`src/rtl/alu_pkg.sv`:
```
// Shared opcode encoding, FSM state type and latency classification for the
// shared-ALU arbiter.
package alu_pkg;

  localparam logic [4:0] OP_ADD = 5'b00000;
  localparam logic [4:0] OP_SUB = 5'b00001;
  localparam logic [4:0] OP_AND = 5'b00010;
  localparam logic [4:0] OP_OR  = 5'b00011;
  localparam logic [4:0] OP_XOR = 5'b00100;
  localparam logic [4:0] OP_MUL = 5'b00101;
  localparam logic [4:0] OP_DIV = 5'b00111;
  localparam logic [4:0] OP_NOT = 5'b01000;
  localparam logic [4:0] OP_MOD = 5'b01001;

  typedef enum logic [1:0] {
    ST_IDLE,
    ST_EXEC,
    ST_RESP
  } arb_state_t;

  typedef enum logic [1:0] {
    LAT_UNIT,
    LAT_MUL,
    LAT_DIV
  } lat_class_t;

  function automatic lat_class_t is_long_op(input logic [4:0] op);
    lat_class_t cls;
    cls = LAT_UNIT;
    if (op == OP_MUL) cls = LAT_MUL;
    else if ((op == OP_DIV) || (op == OP_MOD)) cls = LAT_DIV;
    return cls;
  endfunction

  function automatic logic op_defined(input logic [4:0] op);
    logic ok;
    case (op)
      OP_ADD, OP_SUB, OP_AND, OP_OR, OP_XOR,
      OP_MUL, OP_DIV, OP_NOT, OP_MOD: ok = 1'b1;
      default:                         ok = 1'b0;
    endcase
    return ok;
  endfunction

endpackage

```
`src/rtl/alu16.sv`:
```
// Combinational 16-bit ALU. Results are truncated to 16 bits; undefined
// opcodes produce zero.
module alu16
  import alu_pkg::*;
(
  input  logic [15:0] a,
  input  logic [15:0] b,
  input  logic [4:0]  op,
  output logic [15:0] y
);

  always_comb begin
    y = 16'h0000;
    case (op)
      OP_ADD: y = a + b;
      OP_SUB: y = a - b;
      OP_AND: y = a & b;
      OP_OR:  y = a | b;
      OP_XOR: y = a ^ b;
      OP_MUL: y = a * b;
      // Zero divisor gets a fixed value so the datapath never goes X.
      OP_DIV: y = (b == 16'h0000) ? 16'hFFFF : a / b;
      OP_MOD: y = (b == 16'h0000) ? a : a % b;
      OP_NOT: y = ~a;
      default: y = 16'h0000;
    endcase
  end

endmodule

```
`src/rtl/alu_rr_arb.sv`:
```
// Combinational round-robin picker: first valid requester scanning upward
// from last+1, wrapping modulo NREQ.
module alu_rr_arb #(
  parameter  int NREQ = 2,
  localparam int IW   = (NREQ > 1) ? $clog2(NREQ) : 1
) (
  input  logic [NREQ-1:0] valid,
  input  logic [IW-1:0]   last,
  output logic [NREQ-1:0] grant,
  output logic [IW-1:0]   idx,
  output logic            any
);

  always_comb begin
    grant = '0;
    idx   = '0;
    any   = 1'b0;
    for (int k = 1; k <= NREQ; k++) begin
      if (!any && valid[IW'((int'(last) + k) % NREQ)]) begin
        any   = 1'b1;
        idx   = IW'((int'(last) + k) % NREQ);
        grant[IW'((int'(last) + k) % NREQ)] = 1'b1;
      end
    end
  end

endmodule

```
`src/rtl/alu_arbiter.sv`:
```
// Round-robin sharing of one alu16 among NREQ requesters, one op in flight.
// Optional macro ALU_ARB_CHECK_EN flags divide-by-zero and undefined opcodes.
module alu_arbiter
  import alu_pkg::*;
#(
  parameter  int NREQ    = 2,
  parameter  int MUL_LAT = 2,
  parameter  int DIV_LAT = 4,
  localparam int IW      = (NREQ > 1) ? $clog2(NREQ) : 1
) (
  input  logic             clk,
  input  logic             rst_n,
  input  logic [NREQ-1:0]  req_valid,
  output logic [NREQ-1:0]  req_ready,
  input  logic [16*NREQ-1:0] req_a,
  input  logic [16*NREQ-1:0] req_b,
  input  logic [5*NREQ-1:0]  req_op,
  output logic             rsp_valid,
  input  logic             rsp_ready,
  output logic [IW-1:0]    rsp_id,
  output logic [15:0]      rsp_result,
  output logic             rsp_err,
  output logic             busy
);

  localparam int MAXL = (MUL_LAT > DIV_LAT) ? MUL_LAT : DIV_LAT;
  localparam int CW   = $clog2(MAXL + 1);

  logic [15:0] a_arr  [NREQ];
  logic [15:0] b_arr  [NREQ];
  logic [4:0]  op_arr [NREQ];

  generate
    for (genvar gi = 0; gi < NREQ; gi++) begin : g_unpack
      assign a_arr[gi]  = req_a[gi*16 +: 16];
      assign b_arr[gi]  = req_b[gi*16 +: 16];
      assign op_arr[gi] = req_op[gi*5 +: 5];
    end
  endgenerate

  arb_state_t  state_reg, state_next;
  logic [CW-1:0] cnt_reg, cnt_next;
  logic [15:0] a_reg, a_next;
  logic [15:0] b_reg, b_next;
  logic [4:0]  op_reg, op_next;
  logic [IW-1:0] id_reg, id_next;
  logic [IW-1:0] last_reg, last_next;
  logic [15:0] result_reg, result_next;
  logic        err_reg, err_next;

  logic [NREQ-1:0] grant;
  logic [IW-1:0]   grant_idx;
  logic            grant_any;
  logic [15:0]     alu_y;
  logic [15:0]     cap_result;
  logic            cap_err;
  logic [CW-1:0]   load_lat;

  alu_rr_arb #(.NREQ(NREQ)) u_arb (
    .valid (req_valid),
    .last  (last_reg),
    .grant (grant),
    .idx   (grant_idx),
    .any   (grant_any)
  );

  // The ALU sees only latched operands, so requesters may change inputs freely.
  alu16 u_alu (
    .a  (a_reg),
    .b  (b_reg),
    .op (op_reg),
    .y  (alu_y)
  );

`ifdef ALU_ARB_CHECK_EN
  always_comb begin
    cap_result = alu_y;
    cap_err    = 1'b0;
    if (((op_reg == OP_DIV) || (op_reg == OP_MOD)) && (b_reg == 16'h0000)) begin
      cap_result = 16'hFFFF;
      cap_err    = 1'b1;
    end else if (!op_defined(op_reg)) begin
      cap_result = 16'h0000;
      cap_err    = 1'b1;
    end
  end
`else
  assign cap_result = alu_y;
  assign cap_err    = 1'b0;
`endif

  always_comb begin
    case (is_long_op(op_arr[grant_idx]))
      LAT_MUL: load_lat = CW'(MUL_LAT);
      LAT_DIV: load_lat = CW'(DIV_LAT);
      default: load_lat = CW'(1);
    endcase
  end

  always_ff @(posedge clk or negedge rst_n) begin
    if (!rst_n) begin
      state_reg  <= ST_IDLE;
      cnt_reg    <= '0;
      a_reg      <= '0;
      b_reg      <= '0;
      op_reg     <= '0;
      id_reg     <= '0;
      last_reg   <= IW'(NREQ - 1);
      result_reg <= '0;
      err_reg    <= 1'b0;
    end else begin
      state_reg  <= state_next;
      cnt_reg    <= cnt_next;
      a_reg      <= a_next;
      b_reg      <= b_next;
      op_reg     <= op_next;
      id_reg     <= id_next;
      last_reg   <= last_next;
      result_reg <= result_next;
      err_reg    <= err_next;
    end
  end

  always_comb begin
    state_next  = state_reg;
    cnt_next    = cnt_reg;
    a_next      = a_reg;
    b_next      = b_reg;
    op_next     = op_reg;
    id_next     = id_reg;
    last_next   = last_reg;
    result_next = result_reg;
    err_next    = err_reg;
    req_ready   = '0;
    case (state_reg)
      ST_IDLE: begin
        if (grant_any) begin
          req_ready  = grant;
          a_next     = a_arr[grant_idx];
          b_next     = b_arr[grant_idx];
          op_next    = op_arr[grant_idx];
          id_next    = grant_idx;
          last_next  = grant_idx;
          cnt_next   = load_lat;
          state_next = ST_EXEC;
        end
      end
      ST_EXEC: begin
        if (cnt_reg == CW'(1)) begin
          result_next = cap_result;
          err_next    = cap_err;
          state_next  = ST_RESP;
        end else begin
          cnt_next = cnt_reg - CW'(1);
        end
      end
      ST_RESP: begin
        if (rsp_ready) state_next = ST_IDLE;
      end
      default: state_next = ST_IDLE;
    endcase
  end

  assign rsp_valid  = (state_reg == ST_RESP);
  assign busy       = (state_reg != ST_IDLE);
  assign rsp_id     = id_reg;
  assign rsp_result = result_reg;
  assign rsp_err    = err_reg;

endmodule

```
`config.mk`:
```
export PLATFORM = sky130hd
export DESIGN_NAME = alu_arbiter
export DESIGN_NICKNAME = d
export VERILOG_FILES = /design/src/rtl/alu_pkg.sv /design/src/rtl/alu16.sv /design/src/rtl/alu_rr_arb.sv /design/src/rtl/alu_arbiter.sv
export SDC_FILE = /design/constraint.sdc
export NUM_CORES = 1
export LEC_CHECK = 0
export ABC_CLOCK_PERIOD_IN_PS = 35900
export CAP_MARGIN = 30
export CORE_AREA = 2 2 209 211
export CTS_CLUSTER_SIZE = 28
export DETAILED_ROUTE_END_ITERATION = 7
export DIE_AREA = 0 0 211 213
export PLACE_DENSITY = 0.55
export SYNTH_ARGS = -nofsm -noshare
export SYNTH_HDL_FRONTEND = slang
export SYNTH_SLANG_ARGS = --single-unit
```
`constraint.sdc`:
```
create_clock -name clk -period 35.9 [get_ports clk]
set_input_delay 3.59 -clock clk [delete_from_list [all_inputs] [get_ports clk]]
set_output_delay 3.59 -clock clk [all_outputs]
set_load 0.05 [all_outputs]
```
* Yosys cells after proc, flatten, opt, wreduce, memory -nomap -nowiden
Cells that the tools add are included.
Operators by class: add/subtract/negate cells 5, multiply operators 1, div/mod/pow operators 2, $lt $le $gt $ge 5, equal/unequal tests 20, mux-type cells 38, bitwise operators 6, reduce and logical (&&, ||, !) cells 14
Operator list (count):
- $pmux W16 S9 | 1
- $mux W16 | 8
- $eq A5 B3 Y1 const B | 5
- $mux W2 | 9
- $add A16 B16 Y16 | 1
- $and A16 B16 Y16 | 1
- $div A16 B16 Y16 | 1
- $logic_not A16 Y1 | 1
- $mod A16 B16 Y16 | 1
- $mul A16 B16 Y16 | 1
- $not A16 Y16 | 1
- $or A16 B16 Y16 | 1
- $sub A16 B16 Y16 | 1
- $xor A16 B16 Y16 | 1
- $eq A5 B4 Y1 const B | 3
- $mux W5 | 3
- $pmux W3 S2 | 2
- $eq A5 B2 Y1 const B | 2
- $mux W1 | 10
- $lt A1 B3 Y1 const B | 2
- $mux W3 | 2
- $ne A2 B2 Y1 const B | 3
- $pmux W2 S3 | 1
- $reduce_and A3 Y1 | 2
- 19 further kinds | 28
Word-level totals: register bits 60, input bits 79

* Depth between registers and ports, before layout
depth in word-level cells 20, depth in mapped cells 133, mapped depth without buffers 120

* By module
Synthesis repeated with hierarchy kept, for this count alone.
Second synthesis, totals: cells, all modules 2173, area, all modules 16540.9 µm²
Modules (own cells, without submodules):
- alu16 | times used 1, cells an instance 1911, area each 13684.4 µm², seq. area each 0.0 µm²
- alu_arbiter | times used 1, cells an instance 257, area each 2821.5 µm², seq. area each 1502.7 µm²
- alu_rr_arb | times used 1, cells an instance 5, area each 35.0 µm², seq. area each 0.0 µm²

* Least setup slack after synthesis
Ideal clock, no wire load.
path kind reg-to-reg, start point register b_reg[0], end point register result_reg[0] (netlist: rsp_result[0]), library setup time 121 ps, data arrival time 26667 ps, slack 9112 ps, stages on the path, launching flop included 125, path buffers 12, path through dfrtp_1 clkbuf_1 clkinv_1 ha_1 o21ai_0 or3_1 nand2_1 ha_1 o21a_1 o21ai_0 nor2_1 a21oi_1 or2_2 ha_1 o211a_1 a211oi_1 o21ai_0 and2_1 (+89 left out) a31o_2 a21oi_1 o211ai_1 a21oi_1 clkbuf_1 a21oi_1 fa_1 a21o_1 a211oi_1 o21ai_0 a31oi_1 a21oi_1 o221a_2 clkbuf_1 nand2b_1 a221oi_1 o21ai_0 a22o_1
Between the ends: longest elaborated chain between the ends 3
Ends and longest elaborated chain:
- start: declaration | RTL line alu_arbiter.sv:44 | logic [15:0] b_reg, b_next;
- start signal: assignment | RTL line alu_arbiter.sv:115 | b_reg <= b_next;
- $mod A16 B16 Y16, or another cell as far along | RTL line alu16.sv:23 | OP_MOD: y = (b == 16'h0000) ? a : a % b;
- $mux W16, on equally long branches | RTL line alu16.sv:23, alu16.sv:22
- $pmux W16 S9 * | RTL line alu16.sv:14 | case (op)
- end signal: assignment | RTL line alu_arbiter.sv:119 | result_reg <= result_next;
- end: declaration | RTL line alu_arbiter.sv:48 | logic [15:0] result_reg, result_next;
Mark *: on every way between the ends. The rest lies on a longest branch, timed or not. A chain may end at the register's enable or synchronous reset.

* Worst setup path after layout
start point register b_reg[13], end point register result_reg[0] (netlist: rsp_result[0])
Same word-level chain as after synthesis.

==> metrics.md <==
| Metric | Value |
|---|---|
| Status | completed |
| Antenna violations before repair | 1 |
| Port Buf Inserts | 97 |
| Largest delay contributor family on the critical path | compound AO/OA/AOI/OAI gates |
| RR Startpoint | b_reg[13]$_DFFE_PN0P_ |
| Die width | 211 um |
| Worst EP arrival | 33.00 ns |
| Postcts setup bufs | 0 |
| Max-slew violation count | 0 |
| Fraction of layout instances using a drive strength above 1 | 5.74% |
| Clock Latency Late Sink | 0.36 ns |
| Final #Nets | 2,643 |
| Cts bufs inserted | 9 |
| Crit. End Element | flop |
| Post-DP HPWL | 48,100 um |
| CTS H-tree depth | 3 |
| CP Class | flop to flop |
| First-pass GRT wire length | 97,500 um |
| EDFF count, synth | 0 |
| Worst-path fanout max | 19 |
| Initial Utilization | 38.7% |
| DR iter-0 viols | 1,495 |
| Post-synthesis sequential area ratio | 9.10% |
| Synth top area cells | ha_1, fa_1, dfrtp_1, xnor2_1, nor2_1 |
| DIE AREA | 0.0449 mm^2 |
| Slew HR | 28.4% |
| Worst path required time | 36.14 ns |
| Hold buffer count at cts | 0 |
| Post-synth ARST share | 100% |
| # resized after CTS | 0 |
| CP Buf/Inv Count | 7 |
| Syn Inst Count | 2,180 |
| Ports | 101 |
| # DRC | 0 |
| Reg2reg end | rsp_result[0]$_DFFE_PN0P_ |
| Worst Hold Endpoint | cnt_reg[2]$_DFFE_PN0P_ |
| Hold Path Origin | cnt_reg[2]$_DFFE_PN0P_ |
| Synth Flop Type | dfrtp_1 |
| Syn. warnings | 0 |
| Clock transition at the registers of the reported paths | 0.07 ns |
| Final GP Congestion | 0.964 |
| Tot GR Track Use | 28.5% |
| Clock tree buffer depth | 2 |
| Final worst-path cycle share | 91.3% |
| Area grow syn2layout | 11.9% |
| Slowest CP cell | a31oi_1 |
| R2R Setup Slk | 3.14 ns |
| # fillers | 4,329 |
| Yosys top cell area share | 18.0% |
| Final Setup Violations | 0 |
| Slew @ Worst Pin | 1.07 ns |
| Wire per inst | 22.7 um |
| Num Clock Sinks | 60 |
| Total of max-cap violations | 0 |
| Fmax | 30.5 MHz |
| Cell row count | 76 |
| Core area | 0.0427 mm^2 |
| CTS tree | done |
| Largest net degree at the start of global routing | 78 |
| Fin. Hold Viols | 0 |
| Setup TNS | 0 ns |
| Sequential cell area | 0.00150 mm^2 |
| Die Ht | 213 um |
| Multi-input gate area | 0.0140 mm^2 |
| Vias in the first global route | 16,600 |
| Clock Skews | 0.0116 ns |
| CP peak stage delay | 0.84 ns |
| Root Buffer | clkbuf_16 |
| Routed vias | 16,900 |
| DR pass1 iterations | 6 |
| Netlist cell types | 102 |
| Drt total wl | 63,400 um |
| Crit path top cell by count | ha_1 |
| Worst r2r path cells | 116 |
| Routed Antenna Nets | 0 |
| Final min period | 32.76 ns |
| Mapped cell area | 0.0165 mm^2 |
| Syn avg cell area | 7.58 um^2 |
| #FFs+latches synth | 60 |
| Synth area leader | ha_1 |
| Hold WC Path Type | flop to flop |
| Critical Path Start Type | flop |
| Global route overflow | 0 |
| Vias per cell | 6.04 |
| Unrepaired setup endpoints after global routing | no |
| Hold path cells | 2 |
## worst max-delay path by stage
| stage | start | to | slack [ns] | cells after the start |
|---|---|---|---|---|
| floorplan | b_reg[0]$_DFFE_PN0P_ | rsp_result[0]$_DFFE_PN0P_ | 9.11 | 124 |
| global placement | b_reg[14]$_DFFE_PN0P_ | rsp_result[0]$_DFFE_PN0P_ | 3.98 | 115 |
| detailed placement | b_reg[14]$_DFFE_PN0P_ | rsp_result[0]$_DFFE_PN0P_ | 3.88 | 114 |
| CTS | b_reg[14]$_DFFE_PN0P_ | rsp_result[0]$_DFFE_PN0P_ | 3.76 | 115 |
| global route | b_reg[6]$_DFFE_PN0P_ | rsp_result[0]$_DFFE_PN0P_ | 0.58 | 116 |
| finish | b_reg[13]$_DFFE_PN0P_ | rsp_result[0]$_DFFE_PN0P_ | 3.14 | 116 |
## routing by layer
metal  share of wire, %  track usage, %  up-vias
li1                   -               -     7931
met2                 46            48.0      698
met5              0.021               0        -
met3                7.6            4.27      138
met4                3.7            9.76        2
met1                 43            37.2     8123
## final cells by class
cell class              instances  share of cell area (%)
diodes                          1                  0.0135
clock buffers                  12                    1.33
clock inverters                 4                   0.278
inverters                     186                    3.78
multi-input cells            1841                    75.5
flip-flops and latches         60                    8.13
well taps                     546                    3.70
repair buffers                146                    7.24
## cell usage in the layout (no fill, tap or decap), drive strengths merged, types with 17 or more instances in the layout
cell type and n:
a31oi 28, nand2b 20, a21o 50, and3 17, a211oi 31, clkdlybuf4s50 96, inv 180, nand2 206
mux2i 54, xor2 43, nor2 227, buf 50, nand3 40, nand4 17, or3 26, nor3 60
o21a 37, o211ai 35, xnor2 103, a21boi 17, fa 82, or2 17, dfrtp 59, a21oi 159
o21ai 118, ha 238
## worst min-delay path, stage by stage (launching register included)
cell and delay, ns:
dfrtp_1 0.34, o21ai_0 0.07, o21ai_0 0.06
## synthesized netlist by cell type (50+ instances only)
| library cell | number |
|---|---|
| ha_1 | 238 |
| nor2_1 | 227 |
| nand2_1 | 206 |
| inv_1 | 180 |
| a21oi_1 | 158 |
| o21ai_0 | 110 |
| xnor2_1 | 103 |
| fa_1 | 82 |
| clkbuf_1 | 78 |
| dfrtp_1 | 59 |
| nor3_1 | 58 |
| mux2i_1 | 54 |
| a21o_1 | 50 |
## cell families (layout without fill, tap and decap cells)
logic type	Yosys count	after routing	synth area share, %
AO/OA/AOI/OAI	619	619	25.2
flip-flops	60	60	9.10
XOR/XNOR	146	146	7.74
other	1	3	0.0227
adder cells (fa/ha/maj)	321	321	28.0
multiplexers	66	66	4.09
buffers and inverters	280	348	6.50
AND/OR/NAND/NOR	687	687	19.3
## stage by stage
stage	hold WS (ns)	cell area [um^2]	cells	setup WS (ns)	utilization (%)
final	0.506	18500	2796	3.14	43.3
after global placement	0.496	18200	2778	3.98	42.5
after CTS	0.514	18500	2795	3.76	43.3
after detailed placement	0.492	18200	2779	3.88	42.6
after floorplan	0.470	16500	2181	9.11	-
after global routing	0.528	18500	2795	0.585	43.3
Power is left out: the tool's default activity adds up to more than one toggle a clock period on the data nets, which glitch-free logic cannot reach.
==> patch 1, RTL diff (same settings) <==
Make the reset (`rst_n`) synchronous in one clocked block.
--- a/src/rtl/alu_arbiter.sv
+++ b/src/rtl/alu_arbiter.sv
@@ -99,3 +99,3 @@
 
-  always_ff @(posedge clk or negedge rst_n) begin
+  always_ff @(posedge clk) begin
     if (!rst_n) begin
Check against the original RTL: not settled (the Yosys comparison gave no result); the edit may change what the design does.
==> patch 1 against the original RTL <==
- final cell count decreased by 0.21%
- utilization shrank 0.28 points
- wire length is 5.3% lower
- hold slack lost 0.0023 ns
- worst setup slack got worse by 0.46 ns
- die area stayed put
- sequential cell count unchanged
- clock skew fell by 0.0027 ns
- count of clock-buffer cells in the layout unchanged
- final area shrank 0.65%
- area after synthesis decreased by 0.88%
- highest routed layer is now met4
Power is not shown: default switching activity piles up to over one toggle a cycle in this logic, so the estimate is an artifact.
==> patch 1: results <==
metrics = {
    "logic_synthesis": {
        "synth_commonest_cells": "253 x nor2_1, 238 x ha_1, 202 x nand2_1",
        "synth-adder-area-share_pct": 28.2,
        "synth_xor_area_share_pct": 7.60,
        "synth.area.mux_share_pct": 5.12,
        "ys_seq_area_share_pct": 7.34,
        "async_reset_ff_share_pct": 0,
        "synth-compound-area-share_pct": 24.8,
        "netlist-cell-type-count": 101,
        "synthFlopType": "dfxtp_1",
        "synthTopCellsByArea": "ha_1 18%, fa_1 10%, dfxtp_1 7.3%, nor2_1 5.8%, xnor2_1 5.1%",
    },
    "worst_setup_path": {
        "crit_slowest_cell": "o311ai_0",
        "arrival_ns": 33.44,
        "r2r_end": "rsp_result[4]",
        "cp_slowest_stage_delay_ns": 0.87,
        "cp_max_fo": 21,
        "reg2reg_from": "b_reg[9]",
        "r2r_slack_ns": 2.68,
    },
    "global_route": {
        "grt_pass1_vias": 16000,
        "grt_max_degree": 79,
        "grt_first_pass_wirelength_microns": 92300,
        "grt_use_total_pct": 26.8,
        "antenna_found_initial": 0,
    },
    "drt": {
        "dr.pass1.iters": 5,
        "drt_iter0_markers": 1355,
        "routed_wl_microns": 60000,
        "viasPerCell": 5.91,
    },
    "placed_design": {
        "gp_congestion": 0.960,
        "place_area_sq_um": 18000,
        "io_buffer_count": 97,
        "dp_hpwl_microns": 46800,
    },
    "finish": {
        "fin_nets": 2638,
        "drive_above_1_share_pct": 6.64,
        "diodes": 0,
    },
    "clock_network": {
        "postCtsSetupBuffers": 0,
    },
    "outcome": {
        "status": "finished clean",
    },
    "timing": {
        "tightest_slew_ns": 0.962,
        "fin_skew_ns": 0.00891,
    },
}
## patch 1: per-layer routing
layer,vias to the layer above,track usage (%),wire length [microns]
met5,-,0,0
met4,0,7.67,1640
met3,117,3.18,3640
met2,573,45.0,27500
met1,7891,36.1,27300
li1,7913,-,-
## patch 1: metrics by stage
stage          utilization [%]  cells  hold WS, ns  setup slack (ns)
3_5_place_dp              42.2   2772        0.493              3.11
4_1_cts                   42.9   2788        0.507              2.98
5_1_grt                   43.0   2790        0.554             0.355
2_1_floorplan                -   2178        0.470              8.03
3_3_place_gp              42.2   2772        0.474              3.45
6_report                  43.0   2790        0.504              2.68
## patch 1: layout make-up
| cell class | instances | area [sq um] |
|---|---|---|
| inverter | 177 | 664 |
| tap | 546 | 683 |
| fill | 4361 | 24300 |
| multi-input combinational | 1841 | 14100 |
| timing repair buffer | 150 | 1380 |
| clock buffer | 12 | 256 |
| sequential | 60 | 1200 |
| clock inverter | 4 | 47.5 |
## patch 1: logic make-up after synthesis
family          Yosys count
simple gates            711
compound gates          585
fa+ha+maj               320
buf+inv                 277
xor+xnor                142
mux                      81
flops                    60
other cells               1
## patch 1: worst min-delay path by stage
stage / from / to / slack (ns) / depth (start not counted)
final: b_reg[1] / b_reg[1] / 0.50 / 2
after global routing: cnt_reg[2] / cnt_reg[2] / 0.55 / 2
after CTS: b_reg[1] / b_reg[1] / 0.51 / 2
after detailed placement: rsp_id / rsp_id / 0.49 / 2
after global placement: rsp_id / rsp_id / 0.47 / 2
after floorplan: cnt_reg[2] / cnt_reg[2] / 0.47 / 2
## patch 1: worst min-delay path, cell delays in order (launching register included)
cell	delay, ns
dfxtp_1	0.30
nor2_1	0.10
a211oi_1	0.05
==> patch 2, RTL diff (same settings) <==
Without the edit above. Change the parameter `DIV_LAT` from 4 to 2.
--- a/src/rtl/alu_arbiter.sv
+++ b/src/rtl/alu_arbiter.sv
@@ -7,3 +7,3 @@
   parameter  int MUL_LAT = 2,
-  parameter  int DIV_LAT = 4,
+  parameter  int DIV_LAT = 2,
   localparam int IW      = (NREQ > 1) ? $clog2(NREQ) : 1
Function: not settled (the Yosys comparison gave no result); the edit may change what the design does.
==> patch 2 against the original RTL <==
- fmax is 3.4% lower
- wire length is 3.4% lower
- area after synthesis is 0.74% lower
- worst setup slack worse by 1.1 ns
- critical endpoint is now rsp_result[6]
- hold slack better by 0.0021 ns
- final area is 0.58% lower
- final cell count is 0.25% lower
- sequential cell count is 1 lower
- highest routed layer is now met4
- first-iteration DRC count is 15% lower
- via count is 2.2% lower
- sequential share of layout area is 0.089 points lower
- clock skew is 0.0034 ns lower
- critical path depth is 2 lower
- largest cell class unchanged
Power is left out: the tool's default activity adds up to more than one toggle a clock period on the data nets, which glitch-free logic cannot reach.
==> patch 2: results <==
metrics = {
    "worst_setup_path": {
        "cp_slowest_stage_delay_ns": 0.67,
        "cp_max_fo": 21,
        "cpLargestDelayFamily": "compound AO/OA/AOI/OAI gates",
        "crit_slowest_cell": "a2111oi_0",
        "arrival_ns": 34.10,
        "start_kind": "flop",
        "reg2reg_from": "b_reg[12]",
    },
    "global_route": {
        "grt_use_total_pct": 27.6,
        "grt_pass1_vias": 16100,
        "grt_first_pass_wirelength_microns": 94700,
        "antenna_found_initial": 0,
        "grt_max_degree": 78,
    },
    "placed_design": {
        "dp_hpwl_microns": 47900,
        "gp_congestion": 0.966,
        "io_buffer_count": 97,
        "pre_cts_ws_ns": 1.60,
    },
    "logic_synthesis": {
        "yosysWarnings": 0,
        "async_reset_ff_share_pct": 100,
        "netlist-cell-type-count": 94,
        "ys_seq_area_share_pct": 9.01,
        "synth_commonest_cells": "237 x ha_1, 225 x nand2_1, 225 x nor2_1",
        "synth-adder-area-share_pct": 28.1,
        "synth.area.mux_share_pct": 4.86,
        "synth-compound-area-share_pct": 24.2,
        "synthTopCellsByArea": "ha_1 18%, fa_1 10%, dfrtp_1 8.9%, a21oi_1 5.6%, nand2_1 5.2%",
        "synthFlopType": "dfrtp_1",
        "synth_xor_area_share_pct": 7.69,
    },
    "clock_network": {
        "cts-buffers-inserted": 9,
        "h-tree-depth": 3,
        "clockBufferDepth": 2,
        "clk_pin_slew_ns": 0.05,
        "postCtsSetupBuffers": 0,
        "root_buffer": "clkbuf_16",
        "clk_latency_ns": 0.35,
    },
    "finish": {
        "fin_nets": 2636,
        "diodes": 0,
        "drive_above_1_share_pct": 6.11,
        "fillers": 4318,
    },
    "timing": {
        "tightest_slew_ns": 0.904,
        "fin_skew_ns": 0.00820,
    },
    "outcome": {
        "status": "finished clean",
    },
    "drt": {
        "viasPerCell": 5.93,
        "drt_iter0_markers": 1264,
        "dr.pass1.iters": 5,
        "routed_wl_microns": 61200,
    },
    "worst_hold_path": {
        "min-delay-start": "rsp_result[0]",
        "hold_class": "reg2reg",
    },
}
patch 2: cell count changes in the layout (fill, tap and decap cells not counted), moves of 10 or more:
cell      delta
o211ai_1    -17
o21ai_0     -15
nand2_1     +19
a21oi_1     +26
xnor2_1     -10
o31ai_1     +12
patch 2: worst paths after layout:
kind	to	slack (ns)	depth (start not counted)
max	rsp_result[6]	1.99	114
min	rsp_result[0]	0.51	1
max reg2reg	rsp_result[6]	1.99	114
min reg2reg	rsp_result[0]	0.51	1
max in group asynchronous	a_reg[11]	31.97	2
min in group asynchronous	state_reg[1]	3.42	2
patch 2: worst register-to-register path, delay by kind of cell (launching register included):
kind	cells	cell delay [ns]
DFF	1	0.57
and+or+nand+nor	34	8.84
buffers and inverters	6	0.75
AOI/OAI and AO/OA	55	17.12
adders and majority gates	15	4.86
muxes	4	1.62
patch 2: through the flow:
stage	instance area (sq um)	instances	utilization, %
detailed placement	18000	2773	42.3
global placement	18000	2772	42.2
floorplan	16400	2177	-
global route	18400	2789	43.0
CTS	18400	2789	43.0
finish	18400	2789	43.0
patch 2: kinds of logic (layout without fill, tap and decap cells):
| logic type | count (synthesis) | in the layout |
|---|---|---|
| xor+xnor | 144 | 144 |
| compound gates | 597 | 597 |
| buf+inv | 285 | 351 |
| simple gates | 694 | 694 |
| fa+ha+maj | 319 | 319 |
| other cells | 1 | 2 |
| flops | 59 | 59 |
| mux | 77 | 77 |
patch 2: layout make-up:
type,count,area (sq um),area share [%]
Clock buffer,11,243,1.32
Clock inverter,5,62.6,0.341
Inverter,186,698,3.80
Multi-Input combinational cell,1833,13900,75.4
Sequential cell,59,1480,8.04
Tap cell,546,683,3.72
Timing Repair Buffer,149,1360,7.38
patch 2: layer usage:
layer  vias to the layer above  share of wire (%)  GRT usage, %
li1                       7881                  -             -
met1                      7929                 45          37.3
met2                       625                 45          45.7
met3                        92                7.2          4.13
met4                         0                2.8          7.67
met5                         -                  0             0
patch 2: repair_timing:
action / CTS / global route
endpoints found under the hold margin: 0 / 0
setup endpoints to repair: 0 / 16
resized for setup: 0 / 4
